<file path="config.mk">
export PLATFORM = sky130hd
export DESIGN_NAME = b_mux_sequencer_flat
export DESIGN_NICKNAME = d
export VERILOG_FILES = /design/src/rtl/b_mux_sequencer_if.sv /design/src/rtl/b_mux_sequencer.sv /design/src/flat_wrapper.sv
export SDC_FILE = /design/constraint.sdc
export NUM_CORES = 1
export LEC_CHECK = 0
export CAP_MARGIN = 20
export CORE_ASPECT_RATIO = 1.2
export CORE_MARGIN = 5
export CORE_UTILIZATION = 45
export CTS_CLUSTER_DIAMETER = 40
export DETAILED_ROUTE_END_ITERATION = 8
export PLACE_DENSITY_LB_ADDON = 0.08
export RECOVER_POWER = 100
export REMOVE_ABC_BUFFERS = 1
export SETUP_SLACK_MARGIN = 0.5
export SLEW_MARGIN = 20
export SYNTH_ARGS = -nofsm -noshare
export SYNTH_HDL_FRONTEND = slang
export SYNTH_SLANG_ARGS = --single-unit
export TNS_END_PERCENT = 1
</file>
<file path="constraint.sdc">
create_clock -name clk -period 4.92 [get_ports clk]
set_clock_uncertainty 0.15 [all_clocks]
set_input_delay 0.738 -clock clk [delete_from_list [all_inputs] [get_ports clk]]
set_output_delay 0.738 -clock clk [all_outputs]
set_load 0.1 [all_outputs]
</file>
<file path="src/rtl/b_mux_sequencer_if.sv">
// b_mux_sequencer_if: job handshake and per-lane mux select/valid bundle.
interface b_mux_sequencer_if #(
    parameter int CASCADE_LEN = 32,
    parameter int BLK_W = 16
);
    logic start;
    logic [BLK_W-1:0] num_row_blocks;
    logic busy;
    logic done;
    logic [CASCADE_LEN-1:0][4:0] muxsel;
    logic [CASCADE_LEN-1:0] lane_valid;
    logic [4:0] col_idx;
    modport master (output start, num_row_blocks, input busy, done, muxsel, lane_valid, col_idx);
    modport slave (input start, num_row_blocks, output busy, done, muxsel, lane_valid, col_idx);
endinterface

</file>
<file path="src/rtl/b_mux_sequencer.sv">
// b_mux_sequencer: sweeps B columns 0..N-1 per row block and skews the select
// and valid per cascade lane, with valid delayed one extra stage for the mux flop.
module b_mux_sequencer #(
    parameter int CASCADE_LEN = 32,
    parameter int N = 32,
    parameter int BLK_W = 16
) (
    input logic clk,
    input logic reset,
    b_mux_sequencer_if.slave bus
);
    localparam int DW = $clog2(CASCADE_LEN + 1);
    typedef enum logic [1:0] {IDLE, RUN, DRAIN, FIN} state_t;
    state_t state, state_n;
    logic [4:0] col, col_n;
    logic [BLK_W-1:0] blk, blk_n, r, r_n;
    logic [DW-1:0] drn, drn_n;
    logic issue_v, wrap;
    logic [CASCADE_LEN-1:0][4:0] sel;
    logic [CASCADE_LEN-1:0] v, lv;
    assign wrap = col == 5'(N - 1);
    always_comb begin
        state_n = state;
        col_n = col;
        blk_n = blk;
        r_n = r;
        drn_n = drn;
        issue_v = 1'b0;
        case (state)
            IDLE: if (bus.start) begin
                r_n = bus.num_row_blocks;
                col_n = '0;
                blk_n = '0;
                state_n = bus.num_row_blocks == '0 ? FIN : RUN;
            end
            RUN: begin
                issue_v = 1'b1;
                col_n = wrap ? 5'd0 : col + 5'd1;
                blk_n = wrap ? blk + BLK_W'(1) : blk;
                if (wrap && blk == r - BLK_W'(1)) begin
                    state_n = DRAIN;
                    blk_n = '0;
                    drn_n = DW'(CASCADE_LEN);
                end
            end
            DRAIN: begin
                state_n = drn == '0 ? FIN : DRAIN;
                drn_n = drn == '0 ? drn : drn - DW'(1);
            end
            default: state_n = IDLE;
        endcase
    end
    always_ff @(posedge clk) begin
        if (reset) begin
            state <= IDLE;
            col <= '0;
            blk <= '0;
            r <= '0;
            drn <= '0;
            sel <= '0;
            v <= '0;
            lv <= '0;
        end else begin
            state <= state_n;
            col <= col_n;
            blk <= blk_n;
            r <= r_n;
            drn <= drn_n;
            // idle slots shift in column 0 so the chain settles to all-zero
            sel[0] <= issue_v ? col : 5'd0;
            v[0] <= issue_v;
            for (int k = 1; k < CASCADE_LEN; k++) begin
                sel[k] <= sel[k-1];
                v[k] <= v[k-1];
            end
            lv <= v;
        end
    end
    assign bus.busy = state == RUN || state == DRAIN;
    assign bus.done = state == FIN;
    assign bus.muxsel = sel;
    assign bus.lane_valid = lv;
    assign bus.col_idx = col;
endmodule

</file>
<file path="src/flat_wrapper.sv">
// flat-port wrapper written by rule: the top's interface ports become plain ports
module b_mux_sequencer_flat 
#(
    parameter int CASCADE_LEN = 32,
    parameter int N = 32,
    parameter int BLK_W = 16
)
  (clk, reset, bus_start, bus_num_row_blocks, bus_busy, bus_done, bus_muxsel, bus_lane_valid, bus_col_idx);
  b_mux_sequencer_if #(.CASCADE_LEN(CASCADE_LEN), .BLK_W(BLK_W)) bus_i ();
  input logic clk;
  input logic reset;
  input wire logic [$bits(bus_i.start)-1:0] bus_start;
  input wire logic [$bits(bus_i.num_row_blocks)-1:0] bus_num_row_blocks;
  output wire logic [$bits(bus_i.busy)-1:0] bus_busy;
  output wire logic [$bits(bus_i.done)-1:0] bus_done;
  output wire logic [$bits(bus_i.muxsel)-1:0] bus_muxsel;
  output wire logic [$bits(bus_i.lane_valid)-1:0] bus_lane_valid;
  output wire logic [$bits(bus_i.col_idx)-1:0] bus_col_idx;
  assign bus_i.start = bus_start;
  assign bus_i.num_row_blocks = bus_num_row_blocks;
  assign bus_busy = bus_i.busy;
  assign bus_done = bus_i.done;
  assign bus_muxsel = bus_i.muxsel;
  assign bus_lane_valid = bus_i.lane_valid;
  assign bus_col_idx = bus_i.col_idx;
  b_mux_sequencer #(.CASCADE_LEN(CASCADE_LEN), .N(N), .BLK_W(BLK_W)) u_core (.clk(clk), .reset(reset), .bus(bus_i));
endmodule
</file>
==> metrics, run 1 <==
status=finished, violations left; failing checks=capacitance limit, slew limit; crit path kind=in -> reg; synthesized area=0.00802 mm^2; ys async rst share=0%; delay-heaviest family, CP=buffers and inverters; crit path cell chain=clkbuf_1, clkbuf_2, nor3_1; Worst setup EP type=register; Clock Latency Late Sink=0.53 ns; die area=0.0206 mm^2; TritonCTS Buffers=30; minimum clock period=3.63 ns; Reg-to-Reg End=u_core.blk[15]$_SDFFE_PP0P_; worst slew pin tran=2.17 ns; clock tree from TritonCTS=done; endpoints failing hold=0; GPL Wtd Cong=0.896; I/O pin cnt=218; Yosys top cell area share=59.4%; worst stage delay on the critical path=1.74 ns; DR vias=5767; Synth area leaders=dfxtp_1 59%, nor2b_1 15%, buf_4 2.9%; DR WL/cell=15.1 um; number of global-route vias before repair=5698; worst hold stages=1; crit path max fanout=119; # diodes=0; DR iter-0 viols=240; clk slew on worst S/H paths=0.06 ns; Slew Viols, Final=169; Max Fclk=276 MHz; hold_buf cts=0; Worst Path Required=5.08 ns; layout cell share with drive strength beyond 1=6.03%; hold endpoint=u_core.bus.lane_valid[0]$_SDFF_PP0_; antenna violations before repair=0; R2R cell count=9; Worst Hold Class=reg -> reg; Max Buffers Root-to-Sink=3; pwr dens=447 mW/mm^2; fillcell total=1465; Seq/Total Area, Yosys=59.4%; Final Setup Violations=0; Post-synth EDFFs=0; Rel. slew slack=-45.0%; Max VDD drop=359 uV; Layout area overhead=39.0%; commonest non-fill, non-tap cell in the layout=dfxtp_1; unrepaired setup endpoints after global routing=false; Core ar.=0.0175 mm^2; Net count, final=982; hold_ws=0.295 ns; vias per cell=4.81; syn avg cell area=10.5 um^2; setup repair bufs after CTS=0; DRC viols=0; Reg2Reg Launch Point=u_core.r[0]$_SDFFE_PP0P_; DIE HEIGHT=156 um; gr ovfl total=0; Multi-input gate area=0.00283 mm^2; Post-DP Area=0.0101 mm^2; first-pass iteration count of the detailed router=5; H-tree levels=1; WL final=18100 um; Max Cap Violations=4; cts repair resizes=0; port buffer count=217; Yosys top cell by area=dfxtp_1; Root Driver=clkbuf_16; Final Util=63.6%; Final period util=73.7%; Sink Count=238; Worst EP arrival=3.78 ns; flip-flop and latch area=0.00476 mm^2; Setup TNS Final=0 ns; Synth Instances=767; Initial Utilization=45.8%; commonest non-fill, non-tap cells in the layout=238 x dfxtp_1, 199 x dlygate4sd3_1, 190 x nor2b_1; DP HPWL=13200 um; Crit path buffers/inverters=2; Yosys Warn Count=0; Overall Global Routing Usage=16.9%; Pwr Total=4.98 mW; post-route cell area=0.0111 mm^2; synth unique cells=52; startpoint types=input pin; Top FF cell, synth=dfxtp_1; Chip Width=132 um; row cnt=53; Leak Pwr=4.89 nW; ANT nets after route=0; Reg2Reg Setup Slack=1.60 ns; first-pass GRT wire length=29100 um; Seq cells post-synth=238; Slowest cell on crit path=clkbuf_2; largest net degree at the start of global routing=154; hold path start=u_core.v[0]$_SDFF_PP0_
## synth_stat cells, types with 3 or more instances
cell	number
dfxtp_1	238
nor2b_1	190
nand2_1	47
buf_4	31
clkbuf_1	31
a21oi_1	26
nor2_1	24
nor3_1	23
xor2_1	19
xnor2_1	14
nand3_1	11
inv_1	10
and2_1	9
ha_1	9
nand4_1	8
nor4_1	7
nand2b_1	6
o21ai_0	5
or3_1	5
and3_1	4
mux2i_1	4
nor3b_1	4
a32oi_1	3
o2bb2ai_1	3
or4_1	3
## final cells by class
type	instances	area share, %
multi-input cells	454	25.4
inverters	10	0.337
repair buffers	220	19.6
flip-flops and latches	238	42.8
well taps	220	2.47
clock buffers	38	7.65
clock inverters	18	1.85
## per-layer routing
layer / up-vias / track usage (%) / share of wire [%]
met5: - / 0 / 0
met4: 0 / 4.95 / 2.2
met3: 33 / 4.34 / 6.5
met2: 195 / 30.4 / 50
met1: 2677 / 19.8 / 41
li1: 2862 / - / -
## worst reg2reg max path: stages (launching register included)
cell,delay [ns]
dfxtp_1,0.35
inv_1,0.07
ha_1,0.23
nor3b_1,0.27
nand2_1,0.15
or4_1,0.53
a221oi_1,0.41
nand4b_1,0.26
a21oi_2,0.55
nor3_1,0.12
## sequential cells by signal, summed over array words and instances (netlist names)
register,flops
u_core.drn,6
u_core.bus.col_idx,5
u_core.bus.muxsel,160
u_core.state,2
u_core.blk,16
u_core.v,1
u_core.r,16
u_core.bus.lane_valid,32
## logic make-up after synthesis
kind of cell | count (synthesis) | share of synthesized area, %
AO/OA/AOI/OAI | 59 | 4.98
AND/OR/NAND/NOR | 349 | 24.9
multiplexers | 4 | 0.499
XOR/XNOR | 33 | 3.61
buffers and inverters | 75 | 5.17
adder cells (fa/ha/maj) | 9 | 1.40
flip-flops | 238 | 59.4
## where the power goes
group	switching (mW)	internal (mW)	leakage [nW]
clock	0.826	1.40	0.519
combinational	0.482	0.235	2.46
sequential	0.0599	1.98	1.92
total	1.37	3.61	4.89
## per-stage QoR
stage                     instances  setup WS, ns
after detailed placement       1141          1.69
after global placement         1141          1.84
after CTS                      1197          1.52
final                          1198          1.29
after floorplan                 702          1.80
after global routing           1198         0.910
## how the worst max path moves through the flow
stage | from | endpoint | slack (ns) | depth (start not counted)
6_report | reset | u_core.blk[15]$_SDFFE_PP0P_ | 1.29 | 3
4_1_cts | u_core.state[0]$_SDFFE_PP0P_ | bus_busy | 1.52 | 3
5_1_grt | reset | u_core.blk[15]$_SDFFE_PP0P_ | 0.91 | 3
3_3_place_gp | u_core.r[0]$_SDFFE_PP0P_ | u_core.blk[15]$_SDFFE_PP0P_ | 1.84 | 9
2_1_floorplan | u_core.bus.col_idx[0]$_SDFFE_PP0P_ | u_core.blk[10]$_SDFFE_PP0P_ | 1.80 | 8
3_5_place_dp | u_core.r[0]$_SDFFE_PP0P_ | u_core.blk[14]$_SDFFE_PP0P_ | 1.69 | 9
(Power assumes the default switching activity.)
==> run 2, diff against run 1 <==
==> constraint.sdc (replaced) <==
create_clock -name clk -period 3.7 [get_ports clk]
set_clock_uncertainty 0.15 [all_clocks]
set_input_delay 0.555 -clock clk [delete_from_list [all_inputs] [get_ports clk]]
set_output_delay 0.555 -clock clk [all_outputs]
set_load 0.1 [all_outputs]
==> metrics, run 2 (synthesis gave the netlist of run 1 again) <==
Max Buffers Root-to-Sink=3 (unchanged); largest net degree at the start of global routing=122 (was 154); Leak Pwr=4.88 nW (was 4.89 nW); Slowest cell on crit path=or4_1 (was clkbuf_2); I/O pin cnt=218 (unchanged); hold_buf cts=0 (unchanged); Worst EP arrival=3.28 ns (was 3.78 ns); row cnt=53 (unchanged); Crit path buffers/inverters=1 (was 2); crit path cell chain=inv_1, ha_1, nor3b_2, nand2_1, or4_1, a221oi_1, nand4_1, a211oi_1, a211oi_1 (was clkbuf_1, clkbuf_2, nor3_1); clk slew on worst S/H paths=0.06 ns (about the same); DIE HEIGHT=156 um (unchanged); layout cell share with drive strength beyond 1=5.96% (was 6.03%); worst stage delay on the critical path=0.52 ns (was 1.74 ns); die area=0.0206 mm^2 (unchanged); Root Driver=clkbuf_16 (unchanged); commonest non-fill, non-tap cells in the layout=238 x dfxtp_1, 197 x dlygate4sd3_1, 190 x nor2b_1 (was 238 x dfxtp_1, 199 x dlygate4sd3_1, 190 x nor2b_1); Core ar.=0.0175 mm^2 (unchanged); crit path max fanout=8 (was 119); unrepaired setup endpoints after global routing=false (unchanged); DRC viols=0 (unchanged); Overall Global Routing Usage=16.7% (was 16.9%); Sink Count=238 (unchanged); port buffer count=217 (unchanged); commonest non-fill, non-tap cell in the layout=dfxtp_1 (unchanged); H-tree levels=1 (unchanged); status=finished, violations left (unchanged); Net count, final=981 (was 982); TritonCTS Buffers=29 (was 30); crit path kind=reg -> reg (was in -> reg); Worst Path Required=3.84 ns (was 5.08 ns); Worst Hold Class=reg -> reg (unchanged); antenna violations before repair=0 (unchanged); endpoints failing hold=0 (unchanged); DR vias=5720 (was 5767); Rel. slew slack=-61.2% (was -45.0%); DR iter-0 viols=244 (was 240); worst slew pin tran=2.42 ns (was 2.17 ns); Clock Latency Late Sink=0.53 ns (about the same); Max Fclk=319 MHz; WL final=17800 um (was 18100 um); Worst setup EP type=register (unchanged); # diodes=0 (unchanged); Max VDD drop=545 uV (was 359 uV); number of global-route vias before repair=5608 (was 5698); delay-heaviest family, CP=simple AND/OR/NAND/NOR gates (was buffers and inverters); clock tree from TritonCTS=done (unchanged); minimum clock period=3.14 ns; Slew Viols, Final=120 (was 169); first-pass iteration count of the detailed router=5 (unchanged); ANT nets after route=0 (unchanged); Final period util=84.8%; Reg2Reg Setup Slack=0.56 ns (was 1.60 ns); first-pass GRT wire length=28900 um (was 29100 um); GPL Wtd Cong=0.861 (was 0.896); DR WL/cell=14.9 um (was 15.1 um); gr ovfl total=0 (unchanged); Max Cap Violations=1 (was 4); Initial Utilization=45.8% (unchanged); Final Setup Violations=0 (unchanged); vias per cell=4.79 (was 4.81); max FFs per register=160 (unchanged); pwr dens=589 mW/mm^2 (was 447 mW/mm^2); Setup TNS Final=0 ns (unchanged); Layout area overhead=38.8% (was 39.0%); Chip Width=132 um (unchanged); failing checks=capacitance limit, slew limit (unchanged); DP HPWL=13000 um (was 13200 um); startpoint types=register (was input pin); Top cell by count, worst path=a211oi_1; Final Util=63.6% (about the same)
## run 2: cell types whose count changed in the layout (fill, tap and decap cells not counted), moves of 2 or more
cell,before,now
buf_12,0,3
clkinv_2,5,2
and2_0,5,3
and2_1,4,6
clkbuf_1,5,3
clkbuf_16,31,29
clkinv_4,1,3
dlygate4sd3_1,199,197
## run 2: final timing paths
check	end	cells after the start	startpoint
hold reg to reg	u_core.bus.lane_valid[0]$_SDFF_PP0_	1	u_core.v[0]$_SDFF_PP0_
setup reg to reg	u_core.drn[5]$_SDFFE_PP0P_	9	u_core.r[0]$_SDFFE_PP0P_
setup / recovery	u_core.drn[5]$_SDFFE_PP0P_	9	u_core.r[0]$_SDFFE_PP0P_
hold / removal	u_core.bus.lane_valid[0]$_SDFF_PP0_	1	u_core.v[0]$_SDFF_PP0_
## run 2: layer usage
| metal | wire length [um] | part of all wire (%) | vias up | global-route usage (%) |
|---|---|---|---|---|
| met5 | 0 | 0 | - | 0 |
| met4 | 411 | 2.3 | 0 | 5.19 |
| met3 | 1220 | 6.9 | 33 | 4.31 |
| met2 | 8660 | 49 | 189 | 29.3 |
| met1 | 7520 | 42 | 2638 | 20.3 |
| li1 | - | - | 2860 | - |
## run 2: area by class of cell
cell class              count  area (um^2)
repair buffers            220         2210
fillers                  1448         6380
well taps                 220          275
clock buffers              35          798
flip-flops and latches    238         4760
inverters                  10         37.5
multi-input cells         454         2830
clock inverters            16          209
## run 2: stage by stage
| stage | hold WS (ns) | area [um^2] | setup WS [ns] | instances | power (mW) |
|---|---|---|---|---|---|
| after detailed placement | 0.277 | 10100 | 0.465 | 1141 | 3.73 |
| after global routing | 0.305 | 11100 | 0.296 | 1193 | 6.84 |
| final | 0.283 | 11100 | 0.563 | 1193 | 6.55 |
| after floorplan | 0.264 | 7640 | 0.577 | 702 | 3.46 |
| after global placement | 0.273 | 10100 | 0.617 | 1141 | 3.70 |
| after CTS | 0.289 | 11100 | 0.563 | 1192 | 6.62 |
## run 2: power by group
group | switching [mW] | leakage (nW) | internal (mW)
Combinational | 0.647 | 2.47 | 0.336
Clock | 1.09 | 0.488 | 1.77
Sequential | 0.0806 | 1.92 | 2.63
## run 2: repair_timing
| item | in CTS | in global routing |
|---|---|---|
| resized for setup | 1 | 1 |
| setup buffers | 0 | 1 |
| pin swaps | 0 | 2 |
| endpoints found under the setup margin | 8 | 21 |
| gates cloned | 0 | 0 |
==> run 3, diff against run 2 <==
==> constraint.sdc (replaced) <==
create_clock -name clk -period 3 [get_ports clk]
set_clock_uncertainty 0.15 [all_clocks]
set_input_delay 0.45 -clock clk [delete_from_list [all_inputs] [get_ports clk]]
set_output_delay 0.45 -clock clk [all_outputs]
set_load 0.1 [all_outputs]
==> metrics, run 3 (synthesis gave the netlist of run 1 again) <==
port buffer count=217 (unchanged); Clock Latency Late Sink=0.54 ns (was 0.53 ns); hold_ws=0.303 ns (was 0.283 ns); Worst Path Required=3.23 ns (was 3.84 ns); Max Fclk=356 MHz (was 319 MHz); Flop pwr share=40.7% (was 41.4%); DR iter-0 viols=170 (was 244); crit path max fanout=14 (was 8); first-pass GRT wire length=29400 um (was 28900 um); DRC viols=0 (unchanged); Leak Pwr=3.83 nW (was 4.88 nW); TritonCTS Buffers=29 (unchanged); Slew Viols, Final=104 (was 120); Layout area overhead=25.1% (was 38.8%); combinational fraction of design power=16.1% (was 15.0%); GPL Wtd Cong=0.842 (was 0.861); hold endpoint=u_core.bus.muxsel[34]$_SDFF_PP0_ (was u_core.bus.lane_valid[0]$_SDFF_PP0_); Max VDD drop=701 uV (was 545 uV); Slowest cell on crit path=or4_4 (was or4_1); H-tree levels=1 (unchanged); clk slew on worst S/H paths=0.06 ns (about the same); fillcell total=1701 (was 1448); Crit path buffers/inverters=1 (unchanged); R2R cell count=8 (was 9); Max Buffers Root-to-Sink=3 (unchanged); final worst slack=0.191 ns (was 0.563 ns); pwr dens=820 mW/mm^2 (was 589 mW/mm^2); vias per cell=4.80 (was 4.79); Reg2Reg Launch Point=u_core.r[7]$_SDFFE_PP0P_ (was u_core.r[0]$_SDFFE_PP0P_); Worst Hold Class=reg -> reg (unchanged); worst stage delay on the critical path=0.55 ns (was 0.52 ns); row cnt=53 (unchanged); ANT nets after route=0 (unchanged); max FFs per register=160 (unchanged); Final Setup Violations=0 (unchanged); unrepaired setup endpoints after global routing=true (was false); switching share of power=28.6% (was 27.7%); Rel. slew slack=-32.8% (was -61.2%); internal power=5.87 mW (was 4.73 mW); Initial Utilization=45.8% (unchanged); layout cell share with drive strength beyond 1=8.21% (was 5.96%); crit path kind=reg -> reg (unchanged); Worst setup EP type=register (unchanged); DR WL/cell=15.5 um (was 14.9 um); pre-CTS setup slack=0.142 ns (was 0.465 ns); status=finished, violations left (unchanged); endpoints failing hold=0 (unchanged); delay-heaviest family, CP=simple AND/OR/NAND/NOR gates (unchanged); DIE HEIGHT=156 um (unchanged); switching power=2.35 mW (was 1.82 mW); Final Util=57.3% (was 63.6%); # diodes=0 (unchanged); failing checks=capacitance limit, slew limit (unchanged); Final period util=93.6% (was 84.8%); worst hold stages=1 (unchanged); hold path start=u_core.bus.muxsel[29]$_SDFF_PP0_ (was u_core.v[0]$_SDFF_PP0_); gr ovfl total=0 (unchanged); Root Driver=clkbuf_16 (unchanged); first-pass iteration count of the detailed router=4 (was 5); commonest non-fill, non-tap cells in the layout=236 x dfxtp_1, 202 x clkbuf_1, 190 x nor2b_1 (was 238 x dfxtp_1, 197 x dlygate4sd3_1, 190 x nor2b_1); Chip Width=132 um (unchanged); hold_buf cts=0 (unchanged); Core ar.=0.0175 mm^2 (unchanged); Clk pwr share=43.1% (was 43.6%); Reg2Reg Setup Slack=0.19 ns (was 0.56 ns); crit path cell chain=or4_4, or3_1, a2111o_1, a22oi_2, nand4b_1, a21oi_1, buf_12, nor3_1 (was inv_1, ha_1, nor3b_2, nand2_1, or4_1, a221oi_1, nand4_1, a211oi_1, a211oi_1); commonest non-fill, non-tap cell in the layout=dfxtp_1 (unchanged); startpoint types=register (unchanged); Sink Count=238 (unchanged); die area=0.0206 mm^2 (unchanged); Setup TNS Final=0 ns (unchanged); WL final=18700 um (was 17800 um); DP HPWL=13300 um (was 13000 um); Net count, final=993 (was 981); Worst EP arrival=3.04 ns (was 3.28 ns); Max Cap Violations=1 (unchanged); number of global-route vias before repair=5771 (was 5608); DR vias=5788 (was 5720); clock tree from TritonCTS=done (unchanged); Overall Global Routing Usage=17.1% (was 16.7%); minimum clock period=2.81 ns (was 3.14 ns); Reg-to-Reg End=u_core.blk[15]$_SDFFE_PP0P_ (was u_core.drn[5]$_SDFFE_PP0P_); worst slew pin tran=1.99 ns (was 2.42 ns); largest net degree at the start of global routing=104 (was 122); I/O pin cnt=218 (unchanged); antenna violations before repair=0 (unchanged)
## run 3: power groups by stage
stage               clock network, mW  registers, mW  logic [mW]
finish                           3.54           3.35        1.32
global route                     3.78           3.36        1.44
CTS                              3.64           3.34        1.32
detailed placement                  0           3.41        1.27
global placement                    0           3.40        1.25
floorplan                           0           3.45       0.821
## run 3: cell type report
type	count	area, um^2	share of cell area, %
clock buffer	34	774	7.73
timing repair buffer	232	1040	10.3
tap	220	275	2.75
sequential	238	4770	47.6
inverter	10	37.5	0.374
clock inverter	19	229	2.28
multi-input combinational	454	2900	29.0
## run 3: worst max path at each step
| stage | cells after the start | startpoint | end | slack (ns) |
|---|---|---|---|---|
| 4_1_cts | 8 | u_core.r[7]$_SDFFE_PP0P_ | u_core.drn[1]$_SDFFE_PP0P_ | 0.21 |
| 3_3_place_gp | 8 | u_core.r[8]$_SDFFE_PP0P_ | u_core.blk[15]$_SDFFE_PP0P_ | 0.23 |
| 3_5_place_dp | 8 | u_core.r[8]$_SDFFE_PP0P_ | u_core.blk[2]$_SDFFE_PP0P_ | 0.14 |
| 6_report | 8 | u_core.r[7]$_SDFFE_PP0P_ | u_core.blk[15]$_SDFFE_PP0P_ | 0.19 |
| 2_1_floorplan | 8 | u_core.bus.col_idx[0]$_SDFFE_PP0P_ | u_core.blk[10]$_SDFFE_PP0P_ | -0.12 |
| 5_1_grt | 8 | u_core.r[7]$_SDFFE_PP0P_ | u_core.drn[5]$_SDFFE_PP0P_ | 0.09 |
## run 3: per-layer routing
layer / track usage [%] / routed length, um / vias up
met5: 0 / 0 / -
met4: 6.27 / 401 / 0
met3: 3.99 / 1110 / 36
met2: 29.5 / 8830 / 173
met1: 20.9 / 8340 / 2695
li1: - / - / 2884
## run 3: worst reg2reg max path, stage by stage, from the launching register on
cell and delay [ns]:
dfxtp_1 0.33, or4_4 0.55, or3_1 0.32, a2111o_1 0.38, a22oi_2 0.21, nand4b_1 0.18, a21oi_1 0.30, buf_12 0.17
nor3_1 0.06
## run 3: stage by stage
stage               total power [mW]  instances  area [um^2]
finish                          8.22       1207        10000
global placement                4.65       1149         9690
global route                    8.58       1207        10000
floorplan                       4.27        702         7640
CTS                             8.30       1207        10800
detailed placement              4.68       1149         9690
## run 3: what timing repair did
item | in CTS | in global routing
setup buffers | 5 | 0
setup endpoints to repair | 24 | 24
gates resized for setup | 7 | 10
pin swaps | 6 | 5
gates cloned | 0 | 0
